File: src/rtl/pipe_reg_chain_pkg.sv
// Shared types and helpers for the generic pipeline register chain.
package pipe_reg_chain_pkg;

    // What a single stage does on the next clock edge.
    typedef enum logic [1:0] {
        STAGE_ADVANCE = 2'd0,
        STAGE_BUBBLE  = 2'd1,
        STAGE_FLUSH   = 2'd2,
        STAGE_HOLD    = 2'd3
    } stage_op_e;

    // Valid bit loaded by a bubble or a flush.
    localparam logic BUBBLE_VALID = 1'b0;

    // Priority decode for one stage: hold beats flush, flush beats bubble.
    // hold_up is the hold of the stage feeding this one (0 for stage 0).
    function automatic stage_op_e decode_stage(input logic hold,
                                               input logic hold_up,
                                               input logic flush);
        stage_op_e op;
        if (hold) begin
            op = STAGE_HOLD;
        end else if (flush) begin
            op = STAGE_FLUSH;
        end else if (hold_up) begin
            op = STAGE_BUBBLE;
        end else begin
            op = STAGE_ADVANCE;
        end
        return op;
    endfunction

endpackage

File: src/rtl/pipe_reg_chain_stage.sv
// One register stage of the pipeline chain: valid bit plus payload.
module pipe_stage_reg
    import pipe_reg_chain_pkg::*;
#(
    parameter int WIDTH         = 32,
    parameter int ZERO_ON_FLUSH = 1
) (
    input  logic             clk_i,
    input  logic             rst_n_i,
    input  logic             hold,
    input  logic             load_bubble,
    input  logic             valid_in,
    input  logic [WIDTH-1:0] data_in,
    output logic             valid_out,
    output logic [WIDTH-1:0] data_out
);

    logic             valid_q;
    logic [WIDTH-1:0] data_q;

    // Stage register: reset clears, hold keeps, bubble invalidates, otherwise load upstream.
    always_ff @(posedge clk_i) begin
        if (!rst_n_i) begin
            valid_q <= 1'b0;
            data_q  <= '0;
        end else if (!hold) begin
            if (load_bubble) begin
                valid_q <= BUBBLE_VALID;
                if (ZERO_ON_FLUSH != 0) begin
                    data_q <= '0;
                end
            end else begin
                valid_q <= valid_in;
                data_q  <= data_in;
            end
        end
    end

    assign valid_out = valid_q;
    assign data_out  = data_q;

endmodule

File: src/rtl/pipe_reg_chain.sv
// Generic chain of DEPTH pipeline registers with stall, flush, freeze and event counters.
module pipe_reg_chain
    import pipe_reg_chain_pkg::*;
#(
    parameter int WIDTH         = 32,
    parameter int DEPTH         = 4,
    parameter int ZERO_ON_FLUSH = 1,
    parameter int CNT_W         = 16
) (
    input  logic                   clk_i,
    input  logic                   rst_n_i,
    input  logic                   freeze_i,
    input  logic [DEPTH-1:0]       stall_i,
    input  logic [DEPTH-1:0]       flush_i,
    input  logic                   valid_i,
    input  logic [WIDTH-1:0]       data_i,
    output logic                   ready_o,
    output logic [DEPTH-1:0]       valid_o,
    output logic [DEPTH*WIDTH-1:0] data_o,
    output logic [CNT_W-1:0]       bubble_cnt_o,
    output logic [CNT_W-1:0]       flush_cnt_o
);

    localparam logic [CNT_W-1:0] CNT_MAX = '1;

    logic [DEPTH-1:0] hold;
    logic [DEPTH-1:0] hold_up;
    logic [DEPTH-1:0] stage_hold;
    logic [DEPTH-1:0] load_bubble;
    logic             bubble_event;
    logic             flush_event;
    stage_op_e        stage_op [DEPTH];

    logic             stage_valid [DEPTH];
    logic [WIDTH-1:0] stage_data  [DEPTH];

    logic [CNT_W-1:0] bubble_cnt_q;
    logic [CNT_W-1:0] flush_cnt_q;

    // A stall anywhere downstream (or a freeze) backs up every stage above it.
    always_comb begin
        logic acc;
        acc  = freeze_i;
        hold = '0;
        for (int k = DEPTH - 1; k >= 0; k--) begin
            acc     = acc | stall_i[k];
            hold[k] = acc;
        end
    end

    assign hold_up = hold << 1;

    // Decode each stage's action and note whether any bubble or flush happens this cycle.
    always_comb begin
        stage_hold   = '0;
        load_bubble  = '0;
        bubble_event = 1'b0;
        flush_event  = 1'b0;
        for (int k = 0; k < DEPTH; k++) begin
            stage_op[k]    = decode_stage(hold[k], hold_up[k], flush_i[k]);
            stage_hold[k]  = (stage_op[k] == STAGE_HOLD);
            load_bubble[k] = (stage_op[k] == STAGE_FLUSH) || (stage_op[k] == STAGE_BUBBLE);
            if (stage_op[k] == STAGE_BUBBLE) begin
                bubble_event = 1'b1;
            end
            if (stage_op[k] == STAGE_FLUSH) begin
                flush_event = 1'b1;
            end
        end
    end

    genvar g;
    generate
        for (g = 0; g < DEPTH; g++) begin : g_stage
            logic             in_valid;
            logic [WIDTH-1:0] in_data;

            if (g == 0) begin : g_head
                assign in_valid = valid_i;
                assign in_data  = data_i;
            end else begin : g_body
                assign in_valid = stage_valid[g-1];
                assign in_data  = stage_data[g-1];
            end

            pipe_stage_reg #(
                .WIDTH        (WIDTH),
                .ZERO_ON_FLUSH(ZERO_ON_FLUSH)
            ) u_stage (
                .clk_i      (clk_i),
                .rst_n_i    (rst_n_i),
                .hold       (stage_hold[g]),
                .load_bubble(load_bubble[g]),
                .valid_in   (in_valid),
                .data_in    (in_data),
                .valid_out  (stage_valid[g]),
                .data_out   (stage_data[g])
            );

            assign valid_o[g]                = stage_valid[g];
            assign data_o[g*WIDTH +: WIDTH]  = stage_data[g];
        end
    endgenerate

    // Saturating per-cycle event counters; a freeze holds every stage so nothing counts.
    always_ff @(posedge clk_i) begin
        if (!rst_n_i) begin
            bubble_cnt_q <= '0;
            flush_cnt_q  <= '0;
        end else begin
            if (bubble_event && (bubble_cnt_q != CNT_MAX)) begin
                bubble_cnt_q <= bubble_cnt_q + 1'b1;
            end
            if (flush_event && (flush_cnt_q != CNT_MAX)) begin
                flush_cnt_q <= flush_cnt_q + 1'b1;
            end
        end
    end

    assign ready_o      = ~hold[0];
    assign bubble_cnt_o = bubble_cnt_q;
    assign flush_cnt_o  = flush_cnt_q;

endmodule

File: config.mk
export PLATFORM = sky130hd
export DESIGN_NAME = pipe_reg_chain
export DESIGN_NICKNAME = d
export VERILOG_FILES = /design/src/rtl/pipe_reg_chain_pkg.sv /design/src/rtl/pipe_reg_chain_stage.sv /design/src/rtl/pipe_reg_chain.sv
export SDC_FILE = /design/constraint.sdc
export NUM_CORES = 1
export LEC_CHECK = 0
export CAP_MARGIN = 30
export CORE_MARGIN = 2
export CORE_UTILIZATION = 51
export CTS_CLUSTER_DIAMETER = 150
export CTS_CLUSTER_SIZE = 12
export DETAILED_ROUTE_END_ITERATION = 16
export GPL_ROUTABILITY_DRIVEN = 0
export HOLD_SLACK_MARGIN = 0.06
export PLACE_DENSITY = 0.85
export SLEW_MARGIN = 10
export SYNTH_ARGS = -nofsm -noshare
export SYNTH_HDL_FRONTEND = slang
export SYNTH_HIERARCHICAL = 1
export SYNTH_SLANG_ARGS = --single-unit
File: constraint.sdc
create_clock -name clk_i -period 4.86 [get_ports clk_i]
set_clock_uncertainty 0.05 [all_clocks]
set_input_delay 0.972 -clock clk_i [delete_from_list [all_inputs] [get_ports clk_i]]
set_output_delay 0.972 -clock clk_i [all_outputs]
set_load 0.02 [all_outputs]
* Word-level counts from Yosys, hierarchy flattened *
Index checks and enable logic that the tools add are counted.

cells by class
  add/subtract/negate cells = 2
  eq/ne operators = 14
  bitwise operators = 5
  mux-type cells = 27
  reduce and logical (&&, ||, !) cells = 6

operator list
  kind                                           count
  two-way mux 32 bit                             4
  adder 16 x 1 -> 16 bit, second input constant  2
  inequality test 16 bit, second input constant  2
  == test 2 bit, second input constant           8
  two-way mux 2 bit                              8
  two-way mux 1 bit                              15
  == test 2 x 1 -> 1 bit, second input constant  4
  logical OR 1 bit                               4
  OR 1 bit                                       4
  logical AND 1 bit                              2
  NOT 1 bit                                      1

word-level totals
  bits in registers = 164
  input bits = 44
  logic and storage cells = 64
  output and inout port bits = 165

* Longest topological paths before layout *
Gate-level depths: netlist of run 1.

  word-level depth = 12
  mapped depth = 9
  depth with buffers taken out = 8

* Cells and area by module *
The synthesis of run 1 kept the hierarchy.

by module, submodules not included
  module          times used  area an instance (sq um)  cells an instance
  pipe_stage_reg  4           1,307.5                   146
  pipe_reg_chain  1           1,841.8                   224

* Worst setup path before layout of run 1 *
OpenSTA, ideal clock, no wires.

  path type = input-to-output
  start point = input port stall_i[3]
  end point = output port ready_o
  cell stages on the path = 3
  required time = 3.838 ns
  path buffers = 0
  path slack = 2.029 ns
  data arrival time = 1.809 ns
  cell sequence = nor4_4 or2b_1 inv_1

on the way
  cells in the longest elaborated chain, start to end = 5

ends and longest elaborated chain
  what                    RTL line               source
  from (decl)             pipe_reg_chain.sv:13   input logic [DEPTH-1:0] stall_i,
  OR 1 bit (4 in series)  pipe_reg_chain.sv:46   acc = acc | stall_i[k];
  NOT 1 bit               pipe_reg_chain.sv:120  assign ready_o = ~hold[0];
  to (decl)               pipe_reg_chain.sv:17   output logic ready_o,

Every way passes these cells.

* Worst setup path in the final report of run 1 *
Same ends and word-level chain as after synthesis.

==> key figures, run 1 <==
Synth
  • Syn Nets: 860
  • Gate count of the mapped netlist: 808
  • EDFF count, synth: 0
  • Async set-reset flop share out of synthesis: 0
  • Synthesized area per cell: 8.75 sq um
  • Post-synth top flop: dfxtp_1
  • Post-synthesis cell type count: 49
  • Synth warnings: 6
  • Largest area contributor in the netlist: dfxtp_1
  • Share of the synthesized area in the top cell type: 0.464
  • Count of state elements after synthesis: 164
  • Netlist Area Pre-Place: 7070 sq um
  • Top post-synthesis cells by area: dfxtp_1 46%, o21ai_2 12%, nand3_1 10%
  • Sequential area share after synthesis: 0.464

Route
  • Initial DRC count: 471
  • DRT antenna net count: 0
  • Vias: 6,400
  • # DRC: 0
  • Wire per inst: 16.1 um
  • DR vias/cell: 5.47
  • Final wirelength: 18,800 um
  • Initial DRT Pass Iterations: 6

STA
  • Final period util: 0.818
  • Tightest Pin Transition: 0.722 ns
  • Fin. Hold Viols: 0
  • Slew Limit Fails: 0
  • RSZ-0062 raised after global routing: false
  • Setup violators final: 0
  • Headroom to the max-slew limit: 0.514
  • Fmax: 252 MHz
  • TNS Setup: 0 ns
  • Minimum clock period: 3.98 ns

Die
  • Core ar.: 13,700 sq um
  • Die Span Y: 122 um
  • I/O pins: 209
  • Die ar.: 14,800 sq um
  • Starting Density: 0.515
  • Number of core rows: 43
  • Die width: 122 um

Clock tree
  • Clk slew on worst S/H paths: 0.06 ns
  • Post-CTS sizing: 0
  • CTS Buffer Depth: 2
  • CTS H-tree lvls: 4
  • Setup bufs post-CTS: 0
  • CTS buffer count: 17
  • Worst skew pair latency: 0.42 ns
  • Root Buffer: clkbuf_16
  • CTS Sinks: 164
  • CTS tree: built
  • Hold_buf cts: 0

Critical path
  • Critical Path Fanout Max: 5
  • Reg2Reg Setup Slack: 2.58 ns
  • Reg2reg start: bubble_cnt_o[0]$_SDFFE_PN0P_
  • Crit Path Category: in2out
  • CP endpoint kind: output pin
  • Worst EP required: 3.84 ns
  • Crit path launch type: input port
  • Critical path origin: stall_i[3]
  • Crit path arrival time: 2.95 ns

Power and ir drop
  • Pleak: 3.25 nW
  • Pwr Density: 306 nW/um^2
  • Worst VDD drop: 0.000234 V

Finish
  • Final #Nets: 1,030
  • Multi-input gate area: 3300 sq um
  • Design Area, Final: 9700 sq um
  • Ratio of cells with drive above 1 in the final layout: 0.149
  • Number of diodes: 0
  • Core occupancy in the finished layout: 0.707
  • Filler cells: 1,090
  • Storage cell area: 3280 sq um
  • Area added between synthesis and finish: 37.2%

Global routing
  • Global-route wire length before repair: 29,000 um
  • Number of global-route vias before repair: 5,457
  • Largest net degree at the start of global routing: 147
  • Gr usage total: 0.248
  • Initial antenna violation count: 0
  • Total gr overflow: 0

Hold path
  • Hold path startpoint: g_stage[3].u_stage/data_out[6]$_SDFFE_PN0N_
  • Worst min path class: reg2reg

Placement
  • # port buffers: 208
  • Placed inst area: 9040 sq um
  • Detail Placement HPWL: 12,800 um

Flow run
  • Max_cap viols: 0

Status
  • Status: completed
synth_stat cells (2+ instances only):
| cell | instances |
|---|---|
| o2111ai_1 | 2 |
| o21ai_0 | 15 |
| o21ai_2 | 97 |
| or2_4 | 4 |
| buf_4 | 7 |
| nor3_1 | 2 |
| xor2_1 | 3 |
| o41ai_1 | 2 |
| nor2b_1 | 2 |
| and4_1 | 4 |
| nand2b_1 | 2 |
| a21oi_1 | 19 |
| or3_1 | 7 |
| nor4bb_1 | 4 |
| nand3_1 | 141 |
| a21o_1 | 2 |
| a211oi_1 | 5 |
| buf_2 | 8 |
| a31o_2 | 4 |
| or4_1 | 5 |
| and2_1 | 2 |
| ha_1 | 8 |
| xnor2_1 | 7 |
| nor2_1 | 21 |
| buf_6 | 17 |
| o21ai_1 | 24 |
| clkbuf_1 | 24 |
| dfxtp_1 | 164 |
| nand4_1 | 6 |
| o31ai_1 | 5 |
| nand2_1 | 143 |
| and3_1 | 4 |
| mux2i_1 | 3 |
| inv_1 | 22 |
| a21boi_0 | 2 |
| buf_1 | 8 |
cells in the final DEF (no fill, tap or decap), types with 5 or more instances in the layout:
cell type and n:
a21oi_1 19, dfxtp_1 164, nand3_1 141, nor2_1 21
xnor2_1 7, or3_1 7, nand2_1 143, o21ai_1 24
nand4_1 6, ha_1 8, buf_4 5, clkbuf_16 17
a211oi_1 5, or4_1 5, clkdlybuf4s50_1 207, o21ai_0 15
inv_1 22, o31ai_1 5, o21ai_2 97
flip-flops by register name, summed over array words and instances, names as in the netlist:
name	flops
bubble_cnt_o	16
g_stage.u_stage/valid_out	4
flush_cnt_o	16
g_stage.u_stage/data_out	128
critical path, cell delays in order:
cell and delay [ns]:
clkdlybuf4s50_1 0.52, nor4_4 0.50, or2b_1 0.29, inv_1 0.07
clkdlybuf4s50_1 0.60
logic make-up after synthesis:
| group | count (synthesis) | share of synthesized area |
|---|---|---|
| buffers and inverters | 86 | 0.0688 |
| adder cells (fa/ha/maj) | 8 | 0.0142 |
| AND/OR/NAND/NOR | 353 | 0.239 |
| multiplexers | 3 | 0.00425 |
| flip-flops | 164 | 0.464 |
| XOR/XNOR | 10 | 0.0124 |
| AO/OA/AOI/OAI | 184 | 0.197 |
layer usage:
layer,global-route usage,share of wire,up-vias
met1,0.353,0.46,2947
met5,0,0,-
met3,0.0590,0.058,54
met4,0.132,0.046,0
met2,0.346,0.44,232
li1,-,-,3167
cell type report:
cell class | instances | area share
Clock inverter | 12 | 0.0184
Clock buffer | 20 | 0.0471
Timing Repair Buffer | 215 | 0.224
Inverter | 22 | 0.00851
Sequential cell | 164 | 0.338
Multi-Input combinational cell | 558 | 0.340
Tap cell | 180 | 0.0232
metrics by stage:
stage                     worst slack [ns]  power, mW  hold slack (ns)  instances
after floorplan                       2.03       1.51            0.403        808
after global placement               0.947       1.57            0.410       1137
after detailed placement             0.899       1.57            0.414       1138
after CTS                            0.900       2.98            0.424       1170
after global routing                 0.803       3.06            0.433       1171
final                                0.885       2.96            0.422       1171
report_power, final:
group	leakage [nW]	switching [mW]	internal, mW
Sequential	1.32	0.00828	1.35
Clock	0.302	0.534	0.887
Combinational	1.63	0.117	0.0673
path summary, 6_finish.rpt:
kind | to | cells past startpoint
max | ready_o | 5
max reg2reg | bubble_cnt_o[3]$_SDFFE_PN0P_ | 6
min reg2reg | g_stage[3].u_stage/data_out[6]$_SDFFE_PN0N_ | 2
min | g_stage[3].u_stage/data_out[6]$_SDFFE_PN0N_ | 2
(Power assumes the default switching activity.)
==> inputs of run 2 (changes only) <==
- CORE_UTILIZATION: 51 -> 47
- PLACE_DENSITY: 0.85 -> 0.8
- clock period: 4.86 -> 3.79 ns (I/O delays scaled with it)
==> run 2 against run 1 <==
Against the previous run:
- sequential cell count unchanged
- critical path depth unchanged
- highest routed layer unchanged
- sequential share of layout area is 0.21 points lower
- design area grew 0.63%
- final cell count is 0.43% higher
- critical endpoint unchanged
- clock power rose by 42%
- power grew 35%
- worst setup slack worse by 0.43 ns
==> key figures, run 2 (synthesized netlist as in run 1, its figures left out) <==
STA
  • Final period util: 0.881
  • Fmax: 300 MHz
  • Tightest Pin Transition: 0.973 ns
  • Minimum clock period: 3.34 ns
  • Headroom to the max-slew limit: 0.351
  • TNS Setup: 0 ns
  • RSZ-0062 raised after global routing: false
  • Setup violators final: 0
  • Slew Limit Fails: 0
  • Fin. Hold Viols: 0

Critical path
  • Crit path launch type: input port
  • Critical path origin: stall_i[3]
  • Crit Path Category: in2out
  • Crit path arrival time: 2.53 ns
  • Worst EP required: 2.98 ns
  • Critical Path Fanout Max: 4
  • Reg2reg start: bubble_cnt_o[1]$_SDFFE_PN0P_
  • CP endpoint kind: output pin

Route
  • Wire per inst: 15.9 um
  • # DRC: 0
  • Vias: 6,310
  • DRT antenna net count: 0
  • Initial DRT Pass Iterations: 4
  • Initial DRC count: 511
  • Final wirelength: 18,700 um
  • DR vias/cell: 5.37

Finish
  • Filler cells: 1,188
  • Most frequent cells in the layout: 207 x clkdlybuf4s50_1, 164 x dfxtp_1, 143 x nand2_1
  • Layout Cells excl Fill: 1,176
  • Number of flip-flops in the largest register: 128
  • Area added between synthesis and finish: 38.0%
  • Most common cell after layout, fill and taps aside: clkdlybuf4s50_1
  • Storage cell area: 3280 sq um
  • Multi-input gate area: 3300 sq um
  • Final #Nets: 1,031
  • Ratio of cells with drive above 1 in the final layout: 0.151
  • Number of diodes: 0

Clock tree
  • CTS H-tree lvls: 4
  • Setup bufs post-CTS: 0
  • Clk slew on worst S/H paths: 0.06 ns
  • CTS Buffer Depth: 2
  • Root Buffer: clkbuf_16
  • Worst skew pair latency: 0.42 ns
  • CTS buffer count: 17
  • CTS Sinks: 164
  • Hold_buf cts: 0
  • CTS tree: built
  • Post-CTS sizing: 0

Die
  • Die Span Y: 127 um
  • Die ar.: 16,000 sq um
  • I/O pins: 209
  • Die width: 127 um
  • Core ar.: 14,600 sq um
  • Number of core rows: 44
  • Starting Density: 0.483

Global routing
  • Total gr overflow: 0
  • Largest net degree at the start of global routing: 133
  • Number of global-route vias before repair: 5,553
  • Global-route wire length before repair: 29,500 um
  • Initial antenna violation count: 0
  • Gr usage total: 0.230

Power and ir drop
  • Worst VDD drop: 0.000300 V
  • Pleak: 3.28 nW
  • Pwr Density: 409 nW/um^2

Status
  • Status: completed

Hold path
  • Hold path startpoint: g_stage[0].u_stage/data_out[19]$_SDFFE_PN0N_
  • Worst min path class: reg2reg

Placement
  • Detail Placement HPWL: 13,100 um
  • # port buffers: 208
  • Cells after DPL: 1,144

Flow run
  • Max_cap viols: 0
-- run 2: cell count changes in the layout (fill, tap and decap cells not counted), sizes merged --
cell	delta
inv	+1
clkinv	-3
bufinv	+3
clkbuf	-1
buf	+1
-- run 2: routing by layer --
metal | global-route usage | share of wire | vias to the layer above
met5 | 0 | 0 | -
met4 | 0.101 | 0.034 | 0
met3 | 0.0460 | 0.048 | 39
met2 | 0.336 | 0.44 | 189
met1 | 0.329 | 0.48 | 2903
li1 | - | - | 3179
-- run 2: metrics by stage --
stage	setup slack (ns)	total power [mW]	instance area [sq um]	hold slack (ns)	utilization
after floorplan	1.33	1.94	7070	0.403	-
after global placement	0.468	2.01	9050	0.405	0.618
after detailed placement	0.473	2.01	9060	0.411	0.618
after CTS	0.458	4.03	9760	0.419	0.667
after global routing	0.374	4.12	9760	0.442	0.667
final	0.451	4.00	9760	0.420	0.667
-- run 2: worst max-delay path: stages --
cell	delay (ns)
clkdlybuf4s50_1	0.50
nor4_4	0.33
or2b_1	0.27
inv_1	0.07
clkdlybuf4s50_1	0.60
-- run 2: layout make-up --
class,instances,area share
clock buffer,19,0.0464
clock inverter,13,0.0258
inverter,22,0.00846
multi-input combinational,558,0.338
sequential,164,0.336
tap,184,0.0236
timing repair buffer,216,0.221
-- run 2: power breakdown --
group / internal (mW) / switching [mW]
logic: 0.0850 / 0.150
registers: 1.73 / 0.0104
clock network: 1.34 / 0.683
-- run 2: final timing paths --
kind	end	slack (ns)	cells after the start
setup / recovery	ready_o	0.45	5
hold / removal	g_stage[1].u_stage/data_out[19]$_SDFFE_PN0N_	0.42	2
setup reg to reg	bubble_cnt_o[3]$_SDFFE_PN0P_	1.51	6
hold reg to reg	g_stage[1].u_stage/data_out[19]$_SDFFE_PN0N_	0.42	2
==> inputs of run 3 (changes only) <==
- CORE_ASPECT_RATIO: not set -> 1.4
- GPL_TIMING_DRIVEN: not set -> 0
==> run 3 against run 2 <==
Against the previous run:
- worst setup slack worse by 0.24 ns
- via count rose by 2.5%
- final cell count rose by 5.4%
- largest power group is now registers
==> key figures, run 3 (synthesized netlist as in run 1, its figures left out) <==
Finish
  • Area added between synthesis and finish: 41.3%
  • Ratio of cells with drive above 1 in the final layout: 0.165
  • Number of flip-flops in the largest register: 128
  • Layout Cells excl Fill: 1,240
  • Number of diodes: 0
  • Most common cell after layout, fill and taps aside: clkdlybuf4s50_1
  • Design Area, Final: 9990 sq um
  • Filler cells: 1,256
  • Final #Nets: 1,087
  • Most frequent cells in the layout: 208 x clkdlybuf4s50_1, 164 x dfxtp_1, 143 x nand2_1
  • Core occupancy in the finished layout: 0.673

Die
  • Die width: 108 um
  • Core ar.: 14,900 sq um
  • Die ar.: 16,100 sq um
  • Starting Density: 0.476
  • I/O pins: 209
  • Die Span Y: 149 um
  • Number of core rows: 53

Critical path
  • Worst EP required: 2.98 ns
  • R2R Path End: bubble_cnt_o[3]$_SDFFE_PN0P_
  • CP endpoint kind: output pin
  • CP Buf/Inv Count: 3
  • Crit-path most repeated cell: clkdlybuf4s50_1
  • Crit path launch type: input port
  • Reg2reg start: bubble_cnt_o[0]$_SDFFE_PN0P_
  • Largest stage delay, worst path: 0.60 ns
  • Reg2Reg Setup Slack: 1.54 ns
  • R2R depth: 6
  • Worst path cell trace: clkdlybuf4s50_1 > nor4_4 > or2b_1 > inv_1 > clkdlybuf4s50_1
  • Critical Path Fanout Max: 5
  • Crit path arrival time: 2.77 ns
  • Slowest CP cell: clkdlybuf4s50_1
  • CP delay by family, top: buffers and inverters
  • Crit Path Category: in2out

Global routing
  • Number of global-route vias before repair: 6,178
  • Global-route wire length before repair: 30,800 um
  • Gr usage total: 0.242
  • Initial antenna violation count: 0
  • Total gr overflow: 0
  • Largest net degree at the start of global routing: 20

STA
  • Fmax: 279 MHz
  • Hold slack: 0.411 ns
  • Slew Limit Fails: 0
  • Setup violators final: 0
  • TNS Setup: 0 ns
  • Final WS setup: 0.210 ns
  • Final period util: 0.945
  • Tightest Pin Transition: 0.794 ns
  • RSZ-0062 raised after global routing: false
  • Minimum clock period: 3.58 ns
  • Headroom to the max-slew limit: 0.469
  • Fin. Hold Viols: 0

Route
  • DRT antenna net count: 0
  • Initial DRT Pass Iterations: 4
  • Initial DRC count: 312
  • # DRC: 0
  • Wire per inst: 15.6 um
  • Final wirelength: 19,300 um
  • Vias: 6,469
  • DR vias/cell: 5.22

Clock tree
  • Post-CTS sizing: 0
  • CTS Sinks: 164
  • CTS buffer count: 17
  • CTS tree: built
  • Root Buffer: clkbuf_16
  • CTS H-tree lvls: 4
  • Setup bufs post-CTS: 0
  • Hold_buf cts: 0
  • CTS Buffer Depth: 2
  • Worst skew pair latency: 0.42 ns
  • Clk slew on worst S/H paths: 0.07 ns

Hold path
  • Worst min path class: reg2reg
  • Hold path startpoint: g_stage[1].u_stage/data_out[0]$_SDFFE_PN0N_
  • Hold path cells: 2
  • Hold Crit Endpoint: g_stage[2].u_stage/data_out[0]$_SDFFE_PN0N_

Flow run
  • Max_cap viols: 0

Power and ir drop
  • Pwr Density: 373 nW/um^2
  • Worst VDD drop: 0.000309 V
  • Pwr Total: 3.72 mW
  • Pleak: 3.39 nW

Placement
  • # port buffers: 208
  • Detail Placement HPWL: 14,700 um
  • Dpl ws: 0.209 ns
  • Cells after DPL: 1,208
  • Placed inst area: 9390 sq um

Status
  • Status: completed
-- run 3: cell types whose count changed in the layout (fill, tap and decap cells not counted), sizes merged --
cell / delta
buf: +32
bufinv: -6
clkbuf: +22
clkdlybuf4s50: +1
clkinv: +1
clkinvlp: -1
inv: +7
-- run 3: worst max-delay path by stage --
stage | startpoint | to | cells past startpoint
after CTS | stall_i[3] | ready_o | 5
after floorplan | stall_i[3] | bubble_cnt_o[3]$_SDFFE_PN0P_ | 8
after detailed placement | stall_i[3] | ready_o | 5
after global routing | stall_i[3] | ready_o | 5
final | stall_i[3] | ready_o | 5
after global placement | stall_i[3] | ready_o | 5
-- run 3: per-layer routing --
layer  share of wire  GRT usage
met1            0.38      0.264
met2            0.53      0.434
met3           0.059     0.0703
met4           0.031     0.0987
met5               0          0
-- run 3: report_power, final --
group          switching, mW  internal, mW  total (mW)
Clock                  0.756         0.955        1.71
Sequential            0.0100          1.73        1.74
Combinational          0.165         0.107       0.271
-- run 3: worst reg2reg max path, delay by kind of cell, from the launching register on --
kind / cells / cell delay (ns)
flops: 1 / 0.43
compound gates: 1 / 0.30
fa+ha+maj: 1 / 0.23
simple gates: 3 / 1.02
mux: 1 / 0.11
-- run 3: layout make-up --
| type | count | area, sq um | area share |
|---|---|---|---|
| Sequential cell | 164 | 3280 | 0.328 |
| Inverter | 22 | 82.6 | 0.00826 |
| Timing Repair Buffer | 208 | 2080 | 0.208 |
| Buffer | 64 | 404 | 0.0404 |
| Multi-Input combinational cell | 558 | 3300 | 0.330 |
| Clock inverter | 14 | 161 | 0.0161 |
| Clock buffer | 18 | 439 | 0.0439 |
| Tap cell | 192 | 240 | 0.0240 |
